File: config.mk
export PLATFORM = sky130hd
export DESIGN_NAME = dmem_arbiter
export DESIGN_NICKNAME = d
export VERILOG_FILES = /design/src/rtl/cirno_pkg.sv /design/src/rtl/rr_pick.sv /design/src/rtl/dmem_arbiter.sv
export SDC_FILE = /design/constraint.sdc
export NUM_CORES = 1
export LEC_CHECK = 0
export CORE_MARGIN = 2
export CORE_UTILIZATION = 60
export DETAILED_ROUTE_END_ITERATION = 8
export DONT_BUFFER_PORTS = 1
export PLACE_DENSITY = 0.76
export SLEW_MARGIN = 20
export SYNTH_ARGS = -nofsm -noshare
export SYNTH_HDL_FRONTEND = slang
export SYNTH_SLANG_ARGS = --single-unit
File: constraint.sdc
create_clock -name clk -period 2.5 [get_ports clk]
set_input_delay 0.25 -clock clk [delete_from_list [all_inputs] [get_ports clk]]
set_output_delay 0.25 -clock clk [all_outputs]
set_load 0.005 [all_outputs]
File: src/rtl/cirno_pkg.sv
// Shared definitions for the cirno data-memory arbiter.
package cirno_pkg;

    localparam int unsigned ADDR_W_DEF = 8;
    localparam int unsigned DATA_W_DEF = 8;

    localparam logic OWN_CORE = 1'b0;
    localparam logic OWN_HOST = 1'b1;

    typedef enum logic [1:0] {
        IDLE,
        ISSUE,
        RESP
    } arb_state_t;

endpackage

File: src/rtl/rr_pick.sv
// Two-way request picker: round-robin on `last`, or host-first when HOST_PRIO
// is set, with optional exclusion of the port that was just served.
module rr_pick
    import cirno_pkg::*;
#(
    parameter int unsigned HOST_PRIO = 0
) (
    input  logic core_elig,
    input  logic host_elig,
    input  logic last,
    input  logic excl_en,
    input  logic excl,
    output logic win,
    output logic valid
);

    logic core_ok;
    logic host_ok;

    // Mask the excluded port, then resolve ties by policy.
    always_comb begin
        core_ok = core_elig && !(excl_en && (excl == OWN_CORE));
        host_ok = host_elig && !(excl_en && (excl == OWN_HOST));
        valid   = core_ok || host_ok;
        win     = OWN_CORE;
        if (core_ok && host_ok) begin
            win = (HOST_PRIO != 0) ? OWN_HOST : ~last;
        end else if (host_ok) begin
            win = OWN_HOST;
        end
    end

endmodule

File: src/rtl/dmem_arbiter.sv
// Arbiter sharing the single-port data memory between the core ld/st path
// and the host/debug port, one access at a time (IDLE -> ISSUE -> RESP).
module dmem_arbiter
    import cirno_pkg::*;
#(
    parameter int unsigned ADDR_W    = ADDR_W_DEF,
    parameter int unsigned DATA_W    = DATA_W_DEF,
    parameter int unsigned HOST_PRIO = 0
) (
    input  logic              clk,
    input  logic              init,
    input  logic              core_req,
    input  logic              core_we,
    input  logic [ADDR_W-1:0] core_addr,
    input  logic [DATA_W-1:0] core_wdata,
    output logic              core_ack,
    output logic [DATA_W-1:0] core_rdata,
    input  logic              host_req,
    input  logic              host_we,
    input  logic [ADDR_W-1:0] host_addr,
    input  logic [DATA_W-1:0] host_wdata,
    output logic              host_ack,
    output logic [DATA_W-1:0] host_rdata,
    input  logic              host_lock,
    output logic [ADDR_W-1:0] mem_addr,
    output logic [DATA_W-1:0] mem_in,
    output logic              mem_r_en,
    output logic              mem_w_en,
    input  logic [DATA_W-1:0] mem_out,
    output logic              busy,
    output logic              owner
);

    arb_state_t        state;
    arb_state_t        state_nx;
    logic              grant;
    logic              last;
    logic              lat_we;
    logic [ADDR_W-1:0] lat_addr;
    logic [DATA_W-1:0] lat_wdata;
    logic [DATA_W-1:0] core_hold;
    logic [DATA_W-1:0] host_hold;
    logic              core_elig;
    logic              pick_win;
    logic              pick_valid;

    assign core_elig = core_req && !host_lock;

    // The same picker serves both decision points; in RESP the owner is excluded.
    rr_pick #(
        .HOST_PRIO(HOST_PRIO)
    ) u_pick (
        .core_elig(core_elig),
        .host_elig(host_req),
        .last     (last),
        .excl_en  (state == RESP),
        .excl     (owner),
        .win      (pick_win),
        .valid    (pick_valid)
    );

    // State register.
    always_ff @(posedge clk or posedge init) begin
        if (init) state <= IDLE;
        else      state <= state_nx;
    end

    // Next-state and grant decision.
    always_comb begin
        state_nx = state;
        grant    = 1'b0;
        case (state)
            IDLE: begin
                if (pick_valid) begin
                    state_nx = ISSUE;
                    grant    = 1'b1;
                end
            end
            ISSUE: state_nx = RESP;
            RESP: begin
                grant    = pick_valid;
                state_nx = pick_valid ? ISSUE : IDLE;
            end
            default: state_nx = IDLE;
        endcase
    end

    // Latch the winner's request and record ownership on every grant.
    always_ff @(posedge clk or posedge init) begin
        if (init) begin
            last      <= OWN_HOST;
            owner     <= OWN_CORE;
            lat_we    <= 1'b0;
            lat_addr  <= '0;
            lat_wdata <= '0;
        end else if (grant) begin
            last  <= pick_win;
            owner <= pick_win;
            if (pick_win == OWN_HOST) begin
                lat_we    <= host_we;
                lat_addr  <= host_addr;
                lat_wdata <= host_wdata;
            end else begin
                lat_we    <= core_we;
                lat_addr  <= core_addr;
                lat_wdata <= core_wdata;
            end
        end
    end

    // Per-port read data hold, captured at the end of a load's RESP cycle.
    always_ff @(posedge clk or posedge init) begin
        if (init) begin
            core_hold <= '0;
            host_hold <= '0;
        end else if ((state == RESP) && !lat_we) begin
            if (owner == OWN_HOST) host_hold <= mem_out;
            else                   core_hold <= mem_out;
        end
    end

    // Memory strobes, acks and read data; enables exist only in ISSUE.
    always_comb begin
        mem_addr   = lat_addr;
        mem_in     = lat_wdata;
        mem_w_en   = (state == ISSUE) && lat_we;
        mem_r_en   = (state == ISSUE) && !lat_we;
        busy       = (state != IDLE);
        core_ack   = (state == RESP) && (owner == OWN_CORE);
        host_ack   = (state == RESP) && (owner == OWN_HOST);
        core_rdata = (core_ack && !lat_we) ? mem_out : core_hold;
        host_rdata = (host_ack && !lat_we) ? mem_out : host_hold;
    end

endmodule

# Yosys cells after proc, flatten, opt, wreduce, memory -nomap -nowiden

Cells that the tools add are included.

Multipliers: 0
Order comparisons: 0
Equality and inequality tests: 3
Reduce and logical (&&, ||, !) cells: 20
Div/mod/pow operators: 0
Shifts and indexed selects: 0
Add/sub/neg operators: 0
Bitwise logic cells: 2
Muxes and demuxes: 12

Operators by type and width:

| kind                                          | count |
|---|---|
| two-way mux 8 bit                             | 4 |
| logical AND 1 bit                             | 11 |
| one-hot mux 2 bit (3 select lines)            | 1 |
| two-way mux 1 bit                             | 5 |
| logical NOT 1 bit                             | 4 |
| AND reduction 2 bit                           | 2 |
| == test 2 x 1 -> 1 bit, second input constant | 1 |
| == test 2 bit, second input constant          | 1 |
| logical NOT 2 bit                             | 1 |
| two-way mux 2 bit                             | 1 |
| != test 2 bit, second input constant          | 1 |
| NOT 1 bit                                     | 2 |
| one-hot mux 1 bit (2 select lines)            | 1 |
| nonzero test 2 bit                            | 1 |
| logical OR 1 bit                              | 1 |

Output and inout port bits: 38
Bits in latches: 0
Memories: 0
Flip-flop bits (word level): 37
Memory bits (writable): 0
Memory bits (read-only): 0
Word-level logic and storage cells: 45
Input bits: 47

# Depth between registers and ports, before layout

Gate-level depths: netlist (run 1).

Word-level depth: 7
Depth in mapped cells: 5
Mapped depth without buffers: 4

# Hierarchy

A second synthesis (run 1) with hierarchy kept.

Cells, all modules: 130
Area total of the unflattened synthesis: 1883.1 µm²

By module, submodules not included:

| module       | seq. area each (µm²) | times used | cells an instance | area each (µm²) |
|---|---|---|---|---|
| dmem_arbiter | 927.1                | 1          | 124               | 1846.8 |
| rr_pick      | 0.0                  | 1          | 6                 | 36.3 |

# Worst setup path after synthesis (run 1)

No wires, ideal clock.

Path kind: reg-to-output
From: register owner
To: output core_rdata[0]
Data required time: 2.250 ns
Arrival: 1.628 ns
Path buffers: 2
Path slack: 0.622 ns
Cell stages (with the launch flop): 6
Path through: dfrtp_1 > nor3b_4 > nor2b_1 > buf_2 > buf_2 > mux2_2

Longest elaborated chain between the ends: 4

Ends and longest elaborated chain:

| element                  | RTL line            | text |
|---|---|---|
| start: declaration       | dmem_arbiter.sv:31  | `output logic owner` |
| start signal: assignment | dmem_arbiter.sv:98  | `owner <= pick_win;` |
| NOT 1 bit                | dmem_arbiter.sv:129 | `core_ack = (state == RESP) && (owner == OWN_CORE);` |
| logical AND 1 bit        | dmem_arbiter.sv:129 |  |
| via core_ack             | dmem_arbiter.sv:16  | `output logic core_ack,` |
| logical AND 1 bit        | dmem_arbiter.sv:131 | `core_rdata = (core_ack && !lat_we) ? mem_out : core_hold;` |
| two-way mux 8 bit        | dmem_arbiter.sv:131 |  |
| end: declaration         | dmem_arbiter.sv:17  | `output logic [DATA_W-1:0] core_rdata,` |

The timed path passes the listed nets, and every way through them passes these cells.

# Final worst setup path (run 1)

From: register owner
To: output core_rdata[7]

The elaborated chain is that of the path after synthesis.

==> results of run 1 <==
-- timing repair --
action,4_1_cts,5_1_grt
endpoints found under the hold margin,36,0
endpoints found under the setup margin,0,0
hold buffers,1,0
-- layer usage --
metal | global-route usage [%] | vias up
li1 | - | 471
met1 | 19.7 | 515
met2 | 35.6 | 48
met3 | 8.32 | 9
met4 | 9.32 | 0
met5 | 0 | -
-- worst reg2reg max path, cell delays in order, from the launching register on --
cell      delay [ps]
dfrtp_1          480
nor3b_4          210
o211ai_4         630
mux2_2           420
mux2_2           260
-- cell usage in the layout, fill, tap and decap left out, types with 2 or more instances in the layout --
cell type	n
mux2_2	50
nor2b_1	3
mux2_4	16
clkbuf_4	5
buf_4	4
dfrtp_1	36
clkinv_2	2
inv_1	4
o22ai_1	2
-- registers in the layout, summed over array words and instances (netlist names) --
signal	cells
core_hold	8
host_hold	8
last	1
lat_we	1
mem_addr	8
mem_in	8
owner	1
state	2
-- metrics by stage --
stage / cells / power, W / worst slack [ps] / area (sq um) / hold WS (ps)
detailed placement: 171 / 0.00204 / 401 / 1980 / 282
global placement: 171 / 0.00198 / 475 / 1980 / 265
global route: 180 / 0.00248 / 166 / 2040 / 24.1
finish: 180 / 0.00232 / 280 / 2040 / 53.0
CTS: 180 / 0.00235 / 264 / 2040 / 49.3
floorplan: 129 / 0.00185 / 622 / 1920 / 402
-- cell families (layout without fill, tap and decap cells) --
| group | after synthesis | count (layout) | synth area share (%) |
|---|---|---|---|
| simple gates | 11 | 11 | 4.50 |
| compound gates | 4 | 4 | 2.15 |
| flops | 37 | 37 | 48.3 |
| buf+inv | 10 | 17 | 2.67 |
| mux | 67 | 67 | 42.4 |
-- report_power, final --
part | switching, W | total, W | internal, W
Clock | 0.000192 | 0.000300 | 0.000107
Combinational | 0.000331 | 0.000883 | 0.000552
Sequential | 0.000236 | 0.00114 | 0.000901
-- layout make-up --
cell class | count | area (sq um)
clock buffers | 6 | 41.3
clock inverters | 2 | 10.0
fillers | 249 | 1010
inverters | 4 | 15.0
multi-input cells | 82 | 953
flip-flops and latches | 37 | 927
well taps | 44 | 55.1
repair buffers | 5 | 40.0
-- final timing paths --
check                      cells after the start                  endpoint  slack, ps                 start
max                                            4             core_rdata[7]        280     owner$_DFFE_PP0P_
min                                            1  host_hold[5]$_DFFE_PP0P_         50            mem_out[5]
max reg2reg                                    4   mem_addr[4]$_DFFE_PP0P_        410  state[1]$_DFFE_PP0P_
min reg2reg                                    2          last$_DFFE_PP1P_        490      last$_DFFE_PP1P_
max in group asynchronous                      3          last$_DFFE_PP1P_       1710                  init
min in group asynchronous                      3  core_hold[7]$_DFFE_PP0P_        450                  init
==> run summary, run 1 <==
dominant cells by area after synthesis: dfrtp_1 47%, mux2_2 29%, mux2_4 13%
CTS Buf Count: 5
Post-synth ARST share: 100%
WL met3: 298 um
layout cell share with drive strength beyond 1: 61.8%
status: finished clean
Post-Route M1 WL: 1200 um
TritonRoute pass-1 iters: 4
Main synth FF type: dfrtp_1
postcts setup bufs: 0
number of global-route vias before repair: 1150
highest routed layer: met4
WP buf/inv: 1
initial antenna violation count: 0
IO Port Bufs: 0
Num Clock Sinks: 37
Setup TNS: 0 ps
critical path class: reg -> out
RSZ-0062 raised after global routing: no
Clock Pin Slew Worst Setup and Hold Paths: 110 ps
routability cong.: 0.727
syn avg cell area: 14.9 sq um
core outline area: 0.00305 sq mm
vias post-DR: 1043
Final Util: 66.9%
setup violators final: 0
WL/cell: 19.0 um
Yosys reg bits: 37
gr ovfl total: 0
metal2 WL: 1870 um
most common cell in the netlist: mux2_2
unique cell type count in the Yosys netlist: 20
Final ANT Viol Nets: 0
Post-Syn Nets: 176
H-tree depth: 2
initial drt markers: 18
slew margin rel.: 51.3%
initial core utilization: 62.9%
first-pass GRT wire length: 5190 um
Post-Route WL: 3430 um
largest net degree at the start of global routing: 38
clock skew: 8.05 ps
Inserted Diodes: 0
max cap viols: 0
clock latency on the worst-skew pair: 340 ps
Die Span Y: 60.6 um
gr usage total: 19.9%
post-DP HPWL: 2480 um
I/O pin count: 85
min Tclk post-route: 2220 ps
largest stage delay on the critical path: 500 ps
CTS max path bufs: 2
max frequency: 0.450 GHz
Post-route DRC: 0
critical path's slowest cell: dfrtp_1
row count: 20
Yosys top cell area share: 46.9%
Worst Tran Pin Value: 726 ps
Post-CTS Resized: 0
HP Class: in -> reg
clk root buf: clkbuf_4
Max Slew Vio Count: 0
crit end category: output port
CP delay by family, top: flip-flops
DR vias/cell: 5.79
Syn. warnings: 0
Crit Path Max Fanout: 16
Die ar.: 0.00367 sq mm
Mapped Cells: 129
top cell type by total area after synthesis: dfrtp_1
nets: 182
sequential area share after synthesis: 48.3%
crit start category: register
VDD IR-drop max: 0.000504 V
synth cell count leaders: 50 x mux2_2, 36 x dfrtp_1, 16 x mux2_4
pwr dens: 1140 mW/mm^2
worst-path cell chain: nor3b_4 > nor2b_1 > buf_4 > mux2_2
Chip Width: 60.6 um
Post-synth EDFFs: 0
Crit path arrival time: 1970 ps
CP Data Required Time: 2250 ps
Final period util: 88.8%
Area Growth Syn to Fin: 6.39%
Fin. Hold Viols: 0
CTS tree: done
Static Leak: 0.897 nW
cell area after synthesis: 0.00192 sq mm
Note: power is estimated with default switching activity, not from simulation.
==> inputs of run 2 (changes only) <==
- CORE_UTILIZATION: 60 -> 45
- PLACE_DENSITY: 0.76 -> 0.59
- REMOVE_ABC_BUFFERS: unset -> 1
==> run 2 against run 1 <==
  * Setup slack better by 39 ps
  * Global-route usage down 5.3 points
  * Final cell count grew 3.3%
  * Critical path depth unchanged
  * Total power increased by 5.7%
  * Core utilization is 15 points lower
  * First-iteration DRC count increased by 140%
  * Clock skew down 3.9 ps
  * Flip-flop and latch count stayed put
  * Clock power rose by 48%
  * Critical path type unchanged
  * Largest cell class unchanged
  * Largest power group unchanged
  * Highest routed layer unchanged
==> run summary, run 2 (synthesis results as in run 1) <==
status: finished clean
Final ANT Viol Nets: 0 (unchanged)
sequential power share: 46.3% (-2.7 points)
initial core utilization: 47.3% (-16 points)
worst-path cell chain: nor3b_4 > nor2b_1 > buf_4 > mux2_2
postcts setup bufs: 0 (unchanged)
gr usage total: 14.5% (-5.3 points)
switch share: 30.5% (-2.3 points)
Filler Cell Count: 338 (+36%)
CTS tree: done
number of global-route vias before repair: 1145 (-0.43%)
most common cell after layout, fill and taps aside: mux2_2
Worst Tran Pin Value: 720 ps (-6.72 ps)
Die Span Y: 69.3 um (+14%)
most frequent cells in the layout: 50 x mux2_2, 36 x dfrtp_1, 16 x mux2_4
Inserted Diodes: 0 (unchanged)
Area Growth Syn to Fin: 9.39%
clock skew: 4.19 ps (-3.86 ps)
FF/Latch Area: 927 sq um (unchanged)
critical path class: reg -> out
Psw: 0.000747 W (-1.7%)
Num Clock Sinks: 37 (unchanged)
critical path's slowest cell: dfrtp_1
clk root buf: clkbuf_8
Hold Buf Count CTS: 1 (unchanged)
Fin. Hold Viols: 0 (unchanged)
gr ovfl total: 0 (unchanged)
internal cell power: 0.00171 W (+9.2%)
H-tree depth: 2 (unchanged)
Hold Crit Depth: 1 (unchanged)
Chip Width: 69.3 um (+14%)
Post-Layout Cell Count: 186 (+3.3%)
Final period util: 87.2% (-1.6 points)
worst hold path endpoint: core_hold[7]$_DFFE_PP0P_
initial drt markers: 43 (+25)
first-pass GRT wire length: 5500 um (+6.0%)
largest net degree at the start of global routing: 23 (-39%)
setup violators final: 0 (unchanged)
min Tclk post-route: 2180 ps (-39.2 ps)
IO Port Bufs: 0 (unchanged)
WL/cell: 18.2 um (-4.6%)
Die ar.: 0.00480 sq mm (+31%)
CTS max path bufs: 2 (unchanged)
DP Area: 0.00199 sq mm (+0.38%)
DP Cell Count: 177 (+3.5%)
R2R depth: 4 (unchanged)
Crit Path Max Fanout: 16 (unchanged)
row count: 23 (+15%)
design area: 0.00210 sq mm (+2.8%)
slew margin rel.: 51.8% (+0.45 points)
DR vias/cell: 5.63 (-2.8%)
clock latency on the worst-skew pair: 280 ps (-60 ps)
crit start category: register
FF-to-FF setup slack: 440 ps (+30 ps)
clock share of power: 18.1% (+5.2 points)
FF-to-FF Start: last$_DFFE_PP1P_
core outline area: 0.00406 sq mm (+33%)
CTS Buf Count: 5 (unchanged)
RSZ-0062 raised after global routing: no
layout cell share with drive strength beyond 1: 62.5% (+0.74 points)
max cap viols: 0 (unchanged)
initial antenna violation count: 0 (unchanged)
post-DP HPWL: 2450 um (-1.5%)
I/O pin count: 85 (unchanged)
combinational power share: 35.5% (-2.6 points)
Max Slew Vio Count: 0 (unchanged)
max frequency: 0.459 GHz (+1.8%)
Post-Route WL: 3380 um (-1.4%)
Setup TNS: 0 ps (unchanged)
WP buf/inv: 1 (unchanged)
Post-route DRC: 0 (unchanged)
VDD IR-drop max: 0.000446 V (-11%)
vias post-DR: 1048 (+0.48%)
largest stage delay on the critical path: 480 ps (-20 ps)
routability cong.: 0.826 (+14%)
pwr dens: 1170 mW/mm^2 (+2.8%)
CP Data Required Time: 2250 ps (about the same)
Static Leak: 0.919 nW (+2.5%)
r2r endpoint: mem_addr[3]$_DFFE_PP0P_
CP delay by family, top: simple AND/OR/NAND/NOR gates
HP Class: in -> reg
crit end category: output port
TritonRoute pass-1 iters: 2 (-2)
area of the multi-input gates: 953 sq um (unchanged)
Clock Pin Slew Worst Setup and Hold Paths: 70 ps (-40 ps)
Final Util: 51.7% (-15 points)
Crit path arrival time: 1930 ps (-40 ps)
Post-CTS Resized: 0 (unchanged)
hold_sp: mem_out[7]
nets: 182 (unchanged)
## run 2: worst reg2reg max path, delay by kind of cell, from the launching register on
kind / cells / cell delay [ps]
AND/OR/NAND/NOR: 1 / 130
flip-flops: 1 / 540
AO/OA/AOI/OAI: 1 / 610
multiplexers: 2 / 670
## run 2: worst max-delay path by stage
stage	start	end	slack, ps	cells past startpoint
floorplan	owner$_DFFE_PP0P_	mem_addr[0]$_DFFE_PP0P_	-530	3
global placement	last$_DFFE_PP1P_	mem_in[5]$_DFFE_PP0P_	490	4
detailed placement	state[1]$_DFFE_PP0P_	mem_addr[3]$_DFFE_PP0P_	430	4
CTS	owner$_DFFE_PP0P_	core_rdata[6]	290	4
global route	owner$_DFFE_PP0P_	core_rdata[6]	200	4
finish	owner$_DFFE_PP0P_	core_rdata[6]	320	4
## run 2: power groups by stage
| stage | registers, W | logic, W | clock network [W] |
|---|---|---|---|
| 6_report | 0.00114 | 0.000871 | 0.000445 |
| 5_1_grt | 0.00118 | 0.000947 | 0.000498 |
| 4_1_cts | 0.00114 | 0.000888 | 0.000468 |
| 3_5_place_dp | 0.00115 | 0.000885 | 0 |
| 3_3_place_gp | 0.00114 | 0.000863 | 0 |
| 2_1_floorplan | 0.00107 | 0.000771 | 0 |
## run 2: area by class of cell
| type | instances | area share (%) |
|---|---|---|
| repair buffers | 5 | 1.91 |
| clock inverters | 1 | 0.238 |
| flip-flops and latches | 37 | 44.2 |
| inverters | 4 | 0.715 |
| clock buffers | 7 | 4.59 |
| multi-input cells | 82 | 45.4 |
| well taps | 50 | 2.98 |
## run 2: metrics by stage
| stage | total power (W) | worst slack (ps) | hold WS, ps |
|---|---|---|---|
| global placement | 0.00200 | 493 | 243 |
| CTS | 0.00250 | 293 | 104 |
| global route | 0.00262 | 203 | 95.1 |
| finish | 0.00245 | 319 | 116 |
| detailed placement | 0.00203 | 429 | 246 |
| floorplan | 0.00184 | -526 | 402 |
## run 2: routing by layer
metal  track usage [%]  routed length (um)  up-vias
li1                  -                   -      472
met1              16.0                1350      515
met2              24.1                1650       54
met3              6.98                 317        7
met4              5.66                  57        0
met5                 0                   0        -
